===== src/rtl/dn_route_ctrl.sv =====
// Configuration and sequencing controller for a DN fabric of 2x2 routers:
// loads one route word per stage, strobes set_en, then opens route_en for N beats.
module dn_route_ctrl #(
    parameter int NUM_PORTS  = 8,
    parameter int NUM_STAGES = 5,
    parameter int CNT_W      = 16
) (
    input  logic                             clk,
    input  logic                             reset,
    input  logic                             start,
    input  logic                             abort,
    input  logic [CNT_W-1:0]                 num_beats,
    input  logic                             cfg_valid,
    output logic                             cfg_ready,
    input  logic [NUM_PORTS-1:0]             cfg_data,
    input  logic                             in_valid,
    output logic                             in_ready,
    output logic                             set_en,
    output logic                             route_en,
    output logic [NUM_STAGES*NUM_PORTS-1:0]  route_signal,
    output logic                             busy,
    output logic                             done
);

    localparam int unsigned STG_W = (NUM_STAGES > 1) ? $clog2(NUM_STAGES) : 1;
    localparam logic [STG_W-1:0] LAST_STAGE = STG_W'(NUM_STAGES - 1);

    typedef enum logic [2:0] {
        S_IDLE,
        S_LOAD,
        S_SET,
        S_ROUTE,
        S_DONE
    } state_e;

    state_e                                  state_q, state_d;
    logic [STG_W-1:0]                        stage_cnt_q, stage_cnt_d;
    logic [CNT_W-1:0]                        beat_cnt_q, beat_cnt_d;
    logic [CNT_W-1:0]                        nbeats_q, nbeats_d;
    logic [NUM_STAGES-1:0][NUM_PORTS-1:0]    shadow_q;
    logic                                    cfg_accept;
    logic                                    cfg_ready_q, set_en_q, route_en_q;
    logic                                    busy_q, done_q;

    always_comb begin
        state_d     = state_q;
        stage_cnt_d = stage_cnt_q;
        beat_cnt_d  = beat_cnt_q;
        nbeats_d    = nbeats_q;
        cfg_accept  = 1'b0;
        case (state_q)
            S_IDLE: begin
                if (start) begin
                    state_d     = S_LOAD;
                    nbeats_d    = num_beats;
                    stage_cnt_d = '0;
                end
            end
            S_LOAD: begin
                if (cfg_valid) begin
                    cfg_accept  = 1'b1;
                    stage_cnt_d = stage_cnt_q + STG_W'(1);
                    if (stage_cnt_q == LAST_STAGE) begin
                        state_d = S_SET;
                    end
                end
            end
            S_SET: begin
                beat_cnt_d = '0;
                state_d    = (nbeats_q == '0) ? S_DONE : S_ROUTE;
            end
            S_ROUTE: begin
                if (in_valid) begin
                    beat_cnt_d = beat_cnt_q + CNT_W'(1);
                    if (beat_cnt_q == nbeats_q - CNT_W'(1)) begin
                        state_d = S_DONE;
                    end
                end
            end
            S_DONE:  state_d = S_IDLE;
            default: state_d = S_IDLE;
        endcase
        // Abort cancels every side effect of this cycle, including a start seen in IDLE.
        if (abort) begin
            state_d     = S_IDLE;
            stage_cnt_d = stage_cnt_q;
            beat_cnt_d  = beat_cnt_q;
            nbeats_d    = nbeats_q;
            cfg_accept  = 1'b0;
        end
    end

    always_ff @(posedge clk or posedge reset) begin
        if (reset) begin
            state_q     <= S_IDLE;
            stage_cnt_q <= '0;
            beat_cnt_q  <= '0;
            nbeats_q    <= '0;
            shadow_q    <= '0;
            cfg_ready_q <= 1'b0;
            set_en_q    <= 1'b0;
            route_en_q  <= 1'b0;
            busy_q      <= 1'b0;
            done_q      <= 1'b0;
        end else begin
            state_q     <= state_d;
            stage_cnt_q <= stage_cnt_d;
            beat_cnt_q  <= beat_cnt_d;
            nbeats_q    <= nbeats_d;
            if (cfg_accept) begin
                for (int unsigned s = 0; s < NUM_STAGES; s++) begin
                    if (stage_cnt_q == STG_W'(s)) begin
                        shadow_q[s] <= cfg_data;
                    end
                end
            end
            // Outputs are decoded from the next state so they are flops aligned with state_q.
            cfg_ready_q <= (state_d == S_LOAD);
            set_en_q    <= (state_d == S_SET);
            route_en_q  <= (state_d == S_ROUTE);
            busy_q      <= (state_d != S_IDLE);
            done_q      <= (state_d == S_DONE);
        end
    end

    assign cfg_ready    = cfg_ready_q;
    assign set_en       = set_en_q;
    assign route_en     = route_en_q;
    assign in_ready     = route_en_q;
    assign busy         = busy_q;
    assign done         = done_q;
    assign route_signal = shadow_q;

endmodule


===== config.mk =====
export PLATFORM = sky130hd
export DESIGN_NAME = dn_route_ctrl
export DESIGN_NICKNAME = d
export VERILOG_FILES = /design/src/rtl/dn_route_ctrl.sv
export SDC_FILE = /design/constraint.sdc
export NUM_CORES = 1
export LEC_CHECK = 0
export ABC_AREA = 1
export CORE_MARGIN = 1.5
export CORE_UTILIZATION = 47
export CTS_CLUSTER_SIZE = 8
export DETAILED_ROUTE_END_ITERATION = 16
export PLACE_DENSITY = 0.79
export SLEW_MARGIN = 30
export SYNTH_ARGS = -nofsm -noshare
export SYNTH_HDL_FRONTEND = slang
export SYNTH_SLANG_ARGS = --single-unit

===== constraint.sdc =====
create_clock -name clk -period 3.5 [get_ports clk]
set_input_delay 0.7 -clock clk [delete_from_list [all_inputs] [get_ports clk]]
set_output_delay 0.7 -clock clk [all_outputs]
set_load 0.05 [all_outputs]

# Yosys cells after proc, flatten, opt, wreduce, memory -nomap -nowiden
# Index checks and enable logic that the tools add are counted.
# Widths: inputs -> output; s select.
# totals
mem_bits_ro,0
input_bits,30
elab_cells,63
regBits,83
memories,0
mem_bits_rw,0
out_inout_bits,46
latchBits,0
# op_classes
order_cmp,0
reduce_logical,14
div,0
add_sub_neg,3
eq_ne,15
muxes,16
mul,0
bitwise_logic,1
shifts,0
# op_table
op,count
$pmux 16 s2,1
$mux 3,9
$eq 3x2->1 const B,6
$add 16x1->16 const B,1
$eq 16x16->1,1
$logic_not 16->1,1
$mux 16,1
$sub 16x1->16 const B,1
$pmux 3 s4,1
$reduce_and 2->1,5
$eq 3x1->1 const B,3
$eq 3x3->1 const B,2
$logic_not 3->1,2
$ne 2x2->1 const B,3
$pmux 3 s2,1
$reduce_and 3->1,2
$reduce_and 4->1,1
$reduce_bool 2->1,2
$add 3x1->3 const B,1
$mux 1,3
$reduce_bool 3->1,1
$not 1->1,1

# Depth between registers and ports, before layout
# Gate-level depths: netlist (run 1).
# logic_depth
word_depth,7
mapped_depth,18
ltp_nobuf,18

# Worst setup path after synthesis (run 1)
# OpenSTA, ideal clock, no wires.
# synth_path
kind,input-to-reg
start,input port start
end,register shadow_q (netlist bit route_signal[24])
path_stages,8
required_ns,3.377
path_slack_ns,1.559
arrival_time_ns,1.819
path_buffers,1
cell_sequence,inv_1 -> a2111oi_4 -> inv_2 -> nor2_8 -> nand2_2 -> buf_4 -> nand2_1 -> o21ai_1
# synth_rtl
element,line_no,text
from (decl),10,"input logic start,"
"to (signal, indexed assignment)",113,shadow_q[s] <= cfg_data;
to (decl),40,logic [NUM_STAGES-1:0][NUM_PORTS-1:0] shadow_q;

# Worst setup path after layout (run 1)
# layout_path
start,input port abort
end,register beat_cnt_q[13]
# layout_via
elab_chain_len,2
# layout_lines
element,line_no,text
from (decl),11,"input logic abort,"
$not 1->1 (no source line),n/a,
$reduce_and 3->1 (no source line),n/a,
to (signal assigned),108,beat_cnt_q <= beat_cnt_d;
to (decl),38,"logic [CNT_W-1:0] beat_cnt_q, beat_cnt_d;"
# Every way passes these cells.
# A chain may end at the register's enable or synchronous reset.

==> impl_metrics.json, run 1 <==
{
  "grt_pass1_wl_mm": 16.3,
  "vdd_drop_max_mv": 0.490,
  "critPathKind": "input port to flip-flop",
  "setup-violations-final": 0,
  "synth_seq_cells": 83,
  "cts_setup_buffers": 0,
  "p_clk_frac": 0.249,
  "viasPerCell": 4.96,
  "gp_congestion": 0.846,
  "fill_cells": 745,
  "r2r_cells": 13,
  "slew_headroom": 0.532,
  "portBuffers": 75,
  "power.internal_uw": 2070,
  "fin_nets": 630,
  "synth_edf_count": 0,
  "seqPwrFrac": 0.381,
  "grt_max_degree": 44,
  "cts_resized": 0,
  "die_area_sq_mm": 0.00940,
  "finalCritPeriodShare": 0.679,
  "r2r-start": "nbeats_q[0]$_DFFE_PP0P_",
  "rsz0062_at_grt": "no",
  "yosys_warnings": 0,
  "place_ws_ns": 0.785,
  "p_comb_frac": 0.370,
  "layout_min_cycle_time_ns": 2.38,
  "drv_cap": 0,
  "crit_arrival_ns": 2.64,
  "postCtsHoldBufs": 0,
  "drt_iter0_drc": 160,
  "hp-class": "flip-flop to flip-flop",
  "syn-num-nets": 551,
  "cts.reportedPaths.clkPinSlew_ns": 0.09,
  "worstSkewPairLatency_ns": 0.36,
  "fp.coreArea_sq_mm": 0.00864,
  "end_kind": "flip-flop",
  "finClkSkew_ns": 0.00865,
  "clk_path_buf_depth": 2,
  "cts_tree": "built",
  "drive_above_1_share": 0.0702,
  "clock.fmax_ghz": 0.421,
  "syn_area_per_cell_sq_um": 8.07,
  "hpwl_mm": 7.03,
  "hold_viol_final": 0,
  "power.density_mw_per_mm2": 656,
  "start_util": 0.480,
  "ios": 76,
  "via_count": 3500,
  "htree_num_levels": 3,
  "min_to": "route_signal[36]$_DFFE_PP0P_",
  "clock-sinks": 83,
  "area_growth_pct": 26.5,
  "cts_made_buffers": 9,
  "min_from": "route_signal[36]$_DFFE_PP0P_",
  "grt_use_total": 0.216,
  "overflow": 0,
  "status": "finished, final reports clean",
  "worst_r2r_endpoint": "busy$_DFF_PP0_",
  "finalWirelength_mm": 9.65,
  "min_delay_path_depth": 2,
  "wl_per_cell_um": 13.7,
  "r2r_setup_slack_ns": 1.20,
  "grt_pass1_vias": 3477,
  "antenna_found_initial": 0,
  "ys_types": 33,
  "crit_required_ns": 3.76,
  "route.detailed.drc": 0,
  "die_w_um": 97.0,
  "row_count": 34,
  "worst-path-max-fanout": 8,
  "synth.area.top_cells": "dfrtp_1 50%, nand2_1 12%, nor2_1 6.0%",
  "critPathLaunchType": "input port",
  "leakage_uw": 0.00250,
  "tightest_slew_ns": 0.702,
  "firstDrtPassIters": 5,
  "n_antenna_cell": 0,
  "tns_ns": 0,
  "p_switching_uw": 1370,
  "syn_inst": 514,
  "synth_seq_area_share": 0.501,
  "synth_flop_cell": "dfrtp_1",
  "synth_top_cell_by_area": "dfrtp_1",
  "async_flop_share": 1.00,
  "syn-cell-area_sq_mm": 0.00415,
  "drv_slew": 0,
  "die_y_um": 97.0,
  "layout_setup_ws_ns": 1.12,
  "root_buffer": "clkbuf_8",
  "synth_top_cell_area_share": 0.501,
  "ant_nets": 0,
  "swShare": 0.398
}
[how the worst max path moves through the flow]
stage               cells after the start  slack [ns]   from                          to
finish                                 13        1.12  abort  beat_cnt_q[13]$_DFFE_PP0P_
global route                           13        0.91  abort  beat_cnt_q[13]$_DFFE_PP0P_
global placement                       13        0.86  abort  beat_cnt_q[13]$_DFFE_PP0P_
CTS                                    13        1.13  abort  beat_cnt_q[13]$_DFFE_PP0P_
detailed placement                     12        0.79  abort  beat_cnt_q[14]$_DFFE_PP0P_
floorplan                               1        0.66  reset   beat_cnt_q[0]$_DFFE_PP0P_
[stage by stage]
stage | hold WS [ns] | cells | instance area [sq um] | total power [uW] | utilization
floorplan | 0.495 | 514 | 4150 | 2160 | -
global placement | 0.466 | 690 | 5000 | 2570 | 0.579
detailed placement | 0.478 | 690 | 5000 | 2600 | 0.579
global route | 0.515 | 706 | 5250 | 3620 | 0.608
finish | 0.493 | 706 | 5250 | 3440 | 0.608
CTS | 0.499 | 706 | 5250 | 3460 | 0.608
[state kept, by name, summed over array words and instances, names as in the netlist]
| signal | cells |
|---|---|
| busy | 1 |
| cfg_ready | 1 |
| stage_cnt_q | 3 |
| beat_cnt_q | 16 |
| nbeats_q | 16 |
| in_ready | 1 |
| set_en | 1 |
| done | 1 |
| route_signal | 40 |
| state_q | 3 |
[critical path: stages]
cell and delay, ns:
clkdlybuf4s50_1 0.54, inv_1 0.18, nand2_1 0.08, nor2_2 0.20, nor2_4 0.10, nor2_4 0.11
nand2_1 0.08, inv_2 0.07, nand4_1 0.11, nor2_1 0.14, nand3_1 0.11, o21ai_0 0.16
nor2_1 0.06
[cell usage after synthesis, types with 4 or more instances]
cell type / n
nand2_1: 133
dfrtp_1: 83
nor2_1: 66
inv_1: 65
o21ai_1: 33
nand3_1: 23
a21oi_1: 22
o21ai_0: 22
ha_1: 7
nor3_1: 7
inv_2: 6
xnor2_1: 6
xor2_1: 6
clkbuf_1: 4
nor2_2: 4
[per-layer routing]
| metal | share of wire | GRT usage | vias up |
|---|---|---|---|
| li1 | - | - | 1770 |
| met1 | 0.43 | 0.252 | 1629 |
| met2 | 0.48 | 0.360 | 83 |
| met3 | 0.069 | 0.0694 | 18 |
| met4 | 0.022 | 0.100 | 0 |
| met5 | 0 | 0 | - |
[cell usage in the layout, fill, tap and decap left out, types with 4 or more instances in the layout]
cell,count
dfrtp_1,83
inv_2,6
xor2_1,6
nor2_1,66
clkdlybuf4s50_1,75
xnor2_1,6
nand2_1,133
nand3_1,23
nor3_1,7
o21ai_1,33
ha_1,7
a21oi_1,22
inv_1,64
nor2_2,4
clkbuf_8,9
o21ai_0,22
[kinds of logic (layout without fill, tap and decap cells)]
logic type / count (synthesis) / count (layout) / synth area share
AOI/OAI and AO/OA: 83 / 83 / 0.109
muxes: 2 / 2 / 0.00543
xor gates and xnor gates: 12 / 12 / 0.0253
buffers and inverters: 81 / 165 / 0.0808
DFF: 83 / 83 / 0.501
and+or+nand+nor: 246 / 246 / 0.258
adders and majority gates: 7 / 7 / 0.0211
[power by group through the flow]
stage	sequential, uW	combinational (uW)	clock (uW)
global route	1340	1370	909
detailed placement	1320	1270	0
CTS	1310	1280	871
finish	1310	1270	856
global placement	1310	1250	0
floorplan	1770	397	0
[area by class of cell]
cell class	instances	area (sq um)	share of cell area
Tap cell	108	135	0.0257
Sequential cell	83	2080	0.396
Clock buffer	9	124	0.0236
Multi-Input combinational cell	350	1740	0.331
Timing Repair Buffer	77	778	0.148
Clock inverter	7	125	0.0238
Inverter	72	273	0.0520
Power figures use the tool's default switching activity.
==> inputs of run 2 (changes only) <==
Clock period 3.5 ns to 2.2 ns, I/O delays scaled along.
==> run 2 against run 1 <==
Core utilization up 1.5 points. Total power rose by 55%. Via count rose by 3.3%. Sequential cell count did not move. Combinational power rose by 64%. Non-clock buffer count increased by 18. Critical path type is now flip-flop to flip-flop. Highest routed layer unchanged.
==> impl_metrics.json, run 2 (synthesis gave the netlist of run 1 again) <==
{
  "ant_nets": 0,
  "crit_required_ns": 2.44,
  "viasPerCell": 5.00,
  "final_core_util": 0.623,
  "route.detailed.drc": 0,
  "antenna_found_initial": 0,
  "dpl_cell_area_sq_mm": 0.00514,
  "crit_top_cell": "nand2_1",
  "multi_input_area_sq_mm": 0.00177,
  "leakage_uw": 0.00258,
  "setup-violations-final": 0,
  "largest_reg_flops": 40,
  "finClkSkew_ns": 0.00754,
  "drt_iter0_drc": 128,
  "crit_arrival_ns": 2.26,
  "worstSkewPairLatency_ns": 0.36,
  "finalCritPeriodShare": 0.916,
  "root_buffer": "clkbuf_8",
  "cts_made_buffers": 9,
  "firstDrtPassIters": 5,
  "die_y_um": 97.0,
  "slew_headroom": 0.637,
  "final_cell_area_sq_mm": 0.00538,
  "cts_tree": "built",
  "hpwl_mm": 7.38,
  "status": "finished, final reports clean",
  "power_uw": 5320,
  "gp_congestion": 0.850,
  "cp_top_family": "simple AND/OR/NAND/NOR gates",
  "row_count": 34,
  "crit_slowest_cell": "dfrtp_1",
  "worst-path-max-fanout": 4,
  "drv_cap": 0,
  "clock-sinks": 83,
  "seq_area_sq_mm": 0.00208,
  "overflow": 0,
  "fill_cells": 751,
  "fin_nets": 648,
  "layout_min_cycle_time_ns": 2.01,
  "fp.coreArea_sq_mm": 0.00864,
  "drv_slew": 0,
  "final_cell_mix": "130 x nand2_1, 83 x dfrtp_1, 75 x clkdlybuf4s50_1",
  "critical_path_buf_inv_count": 2,
  "end_kind": "flip-flop",
  "portBuffers": 75,
  "cts.reportedPaths.clkPinSlew_ns": 0.09,
  "via_count": 3617,
  "n_antenna_cell": 0,
  "grt_pass1_wl_mm": 16.6,
  "holdWs_ns": 0.329,
  "hold_viol_final": 0,
  "die_w_um": 97.0,
  "grt_max_degree": 52,
  "clk_path_buf_depth": 2,
  "path_cells": "inv_1 > ha_2 > buf_4 > nand3_1 > nand2_1 > nand2_1 > nor2_1 > nand2_1 > nor2_1 > nand2_1 > nor2_1 > nand3_1 > nand2_1 > nand3_1 > nand2_2 > nand3_1",
  "layout_commonest_cell": "nand2_1",
  "grt_pass1_vias": 3635,
  "power.density_mw_per_mm2": 990,
  "vdd_drop_max_mv": 0.672,
  "tns_ns": 0,
  "clock.fmax_ghz": 0.496,
  "cts_setup_buffers": 0,
  "die_area_sq_mm": 0.00940,
  "wl_per_cell_um": 13.6,
  "htree_num_levels": 3,
  "grt_use_total": 0.219,
  "critPathKind": "flip-flop to flip-flop",
  "ios": 76,
  "drive_above_1_share": 0.109,
  "rsz0062_at_grt": "no",
  "finalWirelength_mm": 9.84,
  "hp-class": "input port to asynchronous set/reset pin",
  "start_util": 0.480,
  "slowest_delay_ns": 0.38,
  "critPathLaunchType": "flip-flop",
  "area_growth_pct": 29.7,
  "tightest_slew_ns": 0.543
}
## run 2: cell count changes in the layout (fill, tap and decap cells not counted), moves of 2 or more
cell,before,now
buf_4,1,19
nand2_1,133,130
bufinv_16,3,1
clkinv_4,3,1
clkinvlp_4,0,2
inv_6,1,3
nand2_2,1,3
nor2_1,66,64
nor2_4,3,5
## run 2: through the flow
stage	setup WS [ns]	std cells
global placement	0.00412	708
global route	0.0138	724
finish	0.186	724
floorplan	0.325	514
detailed placement	-0.105	708
CTS	0.00870	724
## run 2: worst reg2reg max path, cell delays in order, from the launching register on
cell	delay [ns]
dfrtp_1	0.38
inv_1	0.08
ha_2	0.21
buf_4	0.12
nand3_1	0.09
nand2_1	0.08
nand2_1	0.05
nor2_1	0.13
nand2_1	0.06
nor2_1	0.09
nand2_1	0.07
nor2_1	0.09
nand3_1	0.11
nand2_1	0.10
nand3_1	0.08
nand2_2	0.10
nand3_1	0.07
## run 2: layout make-up
type,instances,share of cell area
clock inverter,7,0.0156
multi-input combinational,350,0.329
sequential,83,0.386
inverter,72,0.0512
tap,108,0.0251
clock buffer,9,0.0230
timing repair buffer,95,0.170
## run 2: what timing repair did
item / CTS / global route
resized for setup: 0 / 11
hold endpoints to repair: 0 / 0
setup endpoints to repair: 0 / 7
hold buffers: 0 / 0
## run 2: metal layers
metal / up-vias / track usage / part of all wire
li1: 1811 / - / -
met1: 1679 / 0.261 / 0.42
met2: 105 / 0.368 / 0.49
met3: 22 / 0.0686 / 0.067
met4: 0 / 0.0870 / 0.024
met5: - / 0 / 0
## run 2: power breakdown
part	total (uW)	internal [uW]	switching, uW
Combinational	2080	719	1360
Clock	1170	547	619
Sequential	2080	1840	239
## run 2: path summary, 6_finish.rpt
path	end	start	slack (ns)	depth (start not counted)
setup / recovery	busy$_DFF_PP0_	nbeats_q[0]$_DFFE_PP0P_	0.19	16
hold / removal	route_signal[14]$_DFFE_PP0P_	reset	0.33	2
setup reg to reg	busy$_DFF_PP0_	nbeats_q[0]$_DFFE_PP0P_	0.19	16
hold reg to reg	route_signal[16]$_DFFE_PP0P_	route_signal[16]$_DFFE_PP0P_	0.50	2
max in group asynchronous	route_signal[30]$_DFFE_PP0P_	reset	1.31	3
min in group clk	route_signal[16]$_DFFE_PP0P_	route_signal[16]$_DFFE_PP0P_	0.50	2
==> inputs of run 3 (changes only) <==
Settings changed: CORE_ASPECT_RATIO from default to 0.7.
==> run 3 against run 2 <==
Sequential share of layout area shrank 1.0 points. Clock power grew 43%. Combinational power is essentially flat. Core utilization grew 2.7 points.
==> impl_metrics.json, run 3 (synthesis gave the netlist of run 1 again) <==
{
  "status": "finished, final reports clean",
  "hold_viol_final": 0,
  "grt_max_degree": 84,
  "slew_headroom": 0.621,
  "critPathLaunchType": "flip-flop",
  "crit_required_ns": 2.43,
  "critPathKind": "flip-flop to flip-flop",
  "drt_iter0_drc": 207,
  "ant_nets": 0,
  "rsz0062_at_grt": "no",
  "drv_slew": 0,
  "fin_nets": 647,
  "fill_cells": 711,
  "clock-sinks": 83,
  "leakage_uw": 0.00262,
  "wl_met2_mm": 4.83,
  "viasPerCell": 4.98,
  "hpwl_mm": 7.39,
  "largest_reg_flops": 40,
  "startpoint": "nbeats_q[10]$_DFFE_PP0P_",
  "cts_tree": "built",
  "die_w_um": 115,
  "fp.coreArea_sq_mm": 0.00851,
  "hp-class": "flip-flop to flip-flop",
  "cts.reportedPaths.clkPinSlew_ns": 0.06,
  "area_growth_pct": 33.3,
  "start_util": 0.487,
  "wl_met1_mm": 4.50,
  "row_count": 28,
  "tns_ns": 0,
  "r2r-start": "nbeats_q[10]$_DFFE_PP0P_",
  "wl_met3_um": 962,
  "finalWirelength_mm": 10.4,
  "setup-violations-final": 0,
  "dp.cells": 718,
  "die_area_sq_mm": 0.00941,
  "grt_pass1_wl_mm": 17.1,
  "n_antenna_cell": 0,
  "end_kind": "flip-flop",
  "worst-path-max-fanout": 4,
  "route.detailed.drc": 0,
  "place_ws_ns": -0.128,
  "wl_per_cell_um": 14.2,
  "drive_above_1_share": 0.115,
  "tightest_slew_ns": 0.567,
  "layout_setup_ws_ns": 0.193,
  "layout_min_cycle_time_ns": 2.01,
  "grt_pass1_vias": 3621,
  "via_count": 3663,
  "ios": 76,
  "clk_path_buf_depth": 2,
  "crit_arrival_ns": 2.24,
  "layout_commonest_cell": "nand2_1",
  "gp_congestion": 0.915,
  "final_cell_mix": "130 x nand2_1, 83 x dfrtp_1, 75 x clkdlybuf4s50_1",
  "die_y_um": 81.6,
  "cts_made_buffers": 9,
  "min_from": "route_signal[35]$_DFFE_PP0P_",
  "overflow": 0,
  "layoutNonFillerInstCount": 735,
  "vdd_drop_max_mv": 0.766,
  "seq_area_sq_mm": 0.00208,
  "drv_cap": 0,
  "worstSkewPairLatency_ns": 0.35,
  "firstDrtPassIters": 4,
  "htree_num_levels": 3,
  "postCtsHoldBufs": 0,
  "topRoutingLayerUsed": "met4",
  "power.density_mw_per_mm2": 1060,
  "multi_input_area_sq_mm": 0.00179,
  "portBuffers": 75,
  "clock.fmax_ghz": 0.498,
  "root_buffer": "clkbuf_16",
  "finalCritPeriodShare": 0.912,
  "final_core_util": 0.650,
  "antenna_found_initial": 0,
  "grt_use_total": 0.238,
  "finClkSkew_ns": 0.00755
}
==> run 3: cell types whose count changed in the layout (fill, tap and decap cells not counted), sizes merged <==
cell,change
clkbuf,+2
buf,-1
bufinv,+1
inv,-3
==> run 3: layer usage <==
layer,vias up,global-route usage
met4,0,0.0938
met5,-,0
met3,11,0.0908
met2,111,0.379
met1,1731,0.295
li1,1810,-
==> run 3: critical path, stage by stage, from the launching register on <==
cell     delay (ns)
dfrtp_1        0.43
nor2_1         0.24
nand2_1        0.11
nor2_2         0.14
nand2_1        0.06
nand2_1        0.08
nand2_1        0.06
nor2_1         0.11
nand2_1        0.08
nor2_2         0.16
nand3_2        0.10
nand2_2        0.07
nand3_1        0.07
nand2_2        0.09
nand3_1        0.07
==> run 3: final timing paths <==
kind	depth (start not counted)	end	slack (ns)
worst max-delay path	14	busy$_DFF_PP0_	0.19
worst min-delay path	2	route_signal[35]$_DFFE_PP0P_	0.49
worst max register to register	14	busy$_DFF_PP0_	0.19
worst min register to register	2	route_signal[35]$_DFFE_PP0P_	0.49
max in group asynchronous	3	route_signal[37]$_DFFE_PP0P_	1.29
min in group asynchronous	3	cfg_ready$_DFF_PP0_	0.58
==> run 3: area by class of cell <==
type / instances / share of cell area
well taps: 120 / 0.0271
clock buffers: 11 / 0.0439
repair buffers: 94 / 0.164
flip-flops and latches: 83 / 0.376
clock inverters: 5 / 0.0154
inverters: 72 / 0.0498
multi-input cells: 350 / 0.324
==> run 3: what timing repair did <==
action | 4_1_cts | 5_1_grt
gates resized for setup | 0 | 19
setup endpoints to repair | 0 | 8
setup buffers | 0 | 1
==> run 3: where the power goes <==
part           switching [uW]  internal (uW)
logic                    1390            718
clock network             636           1030
registers                 244           1840
total                    2270           3590
==> run 3: metrics by stage <==
stage	power [uW]	hold slack (ns)	cell area, sq um
final	5860	0.489	5530
after floorplan	3440	0.495	4150
after global routing	6140	0.514	5530
after global placement	4100	0.469	5140
after CTS	5850	0.497	5470
after detailed placement	4160	0.476	5140
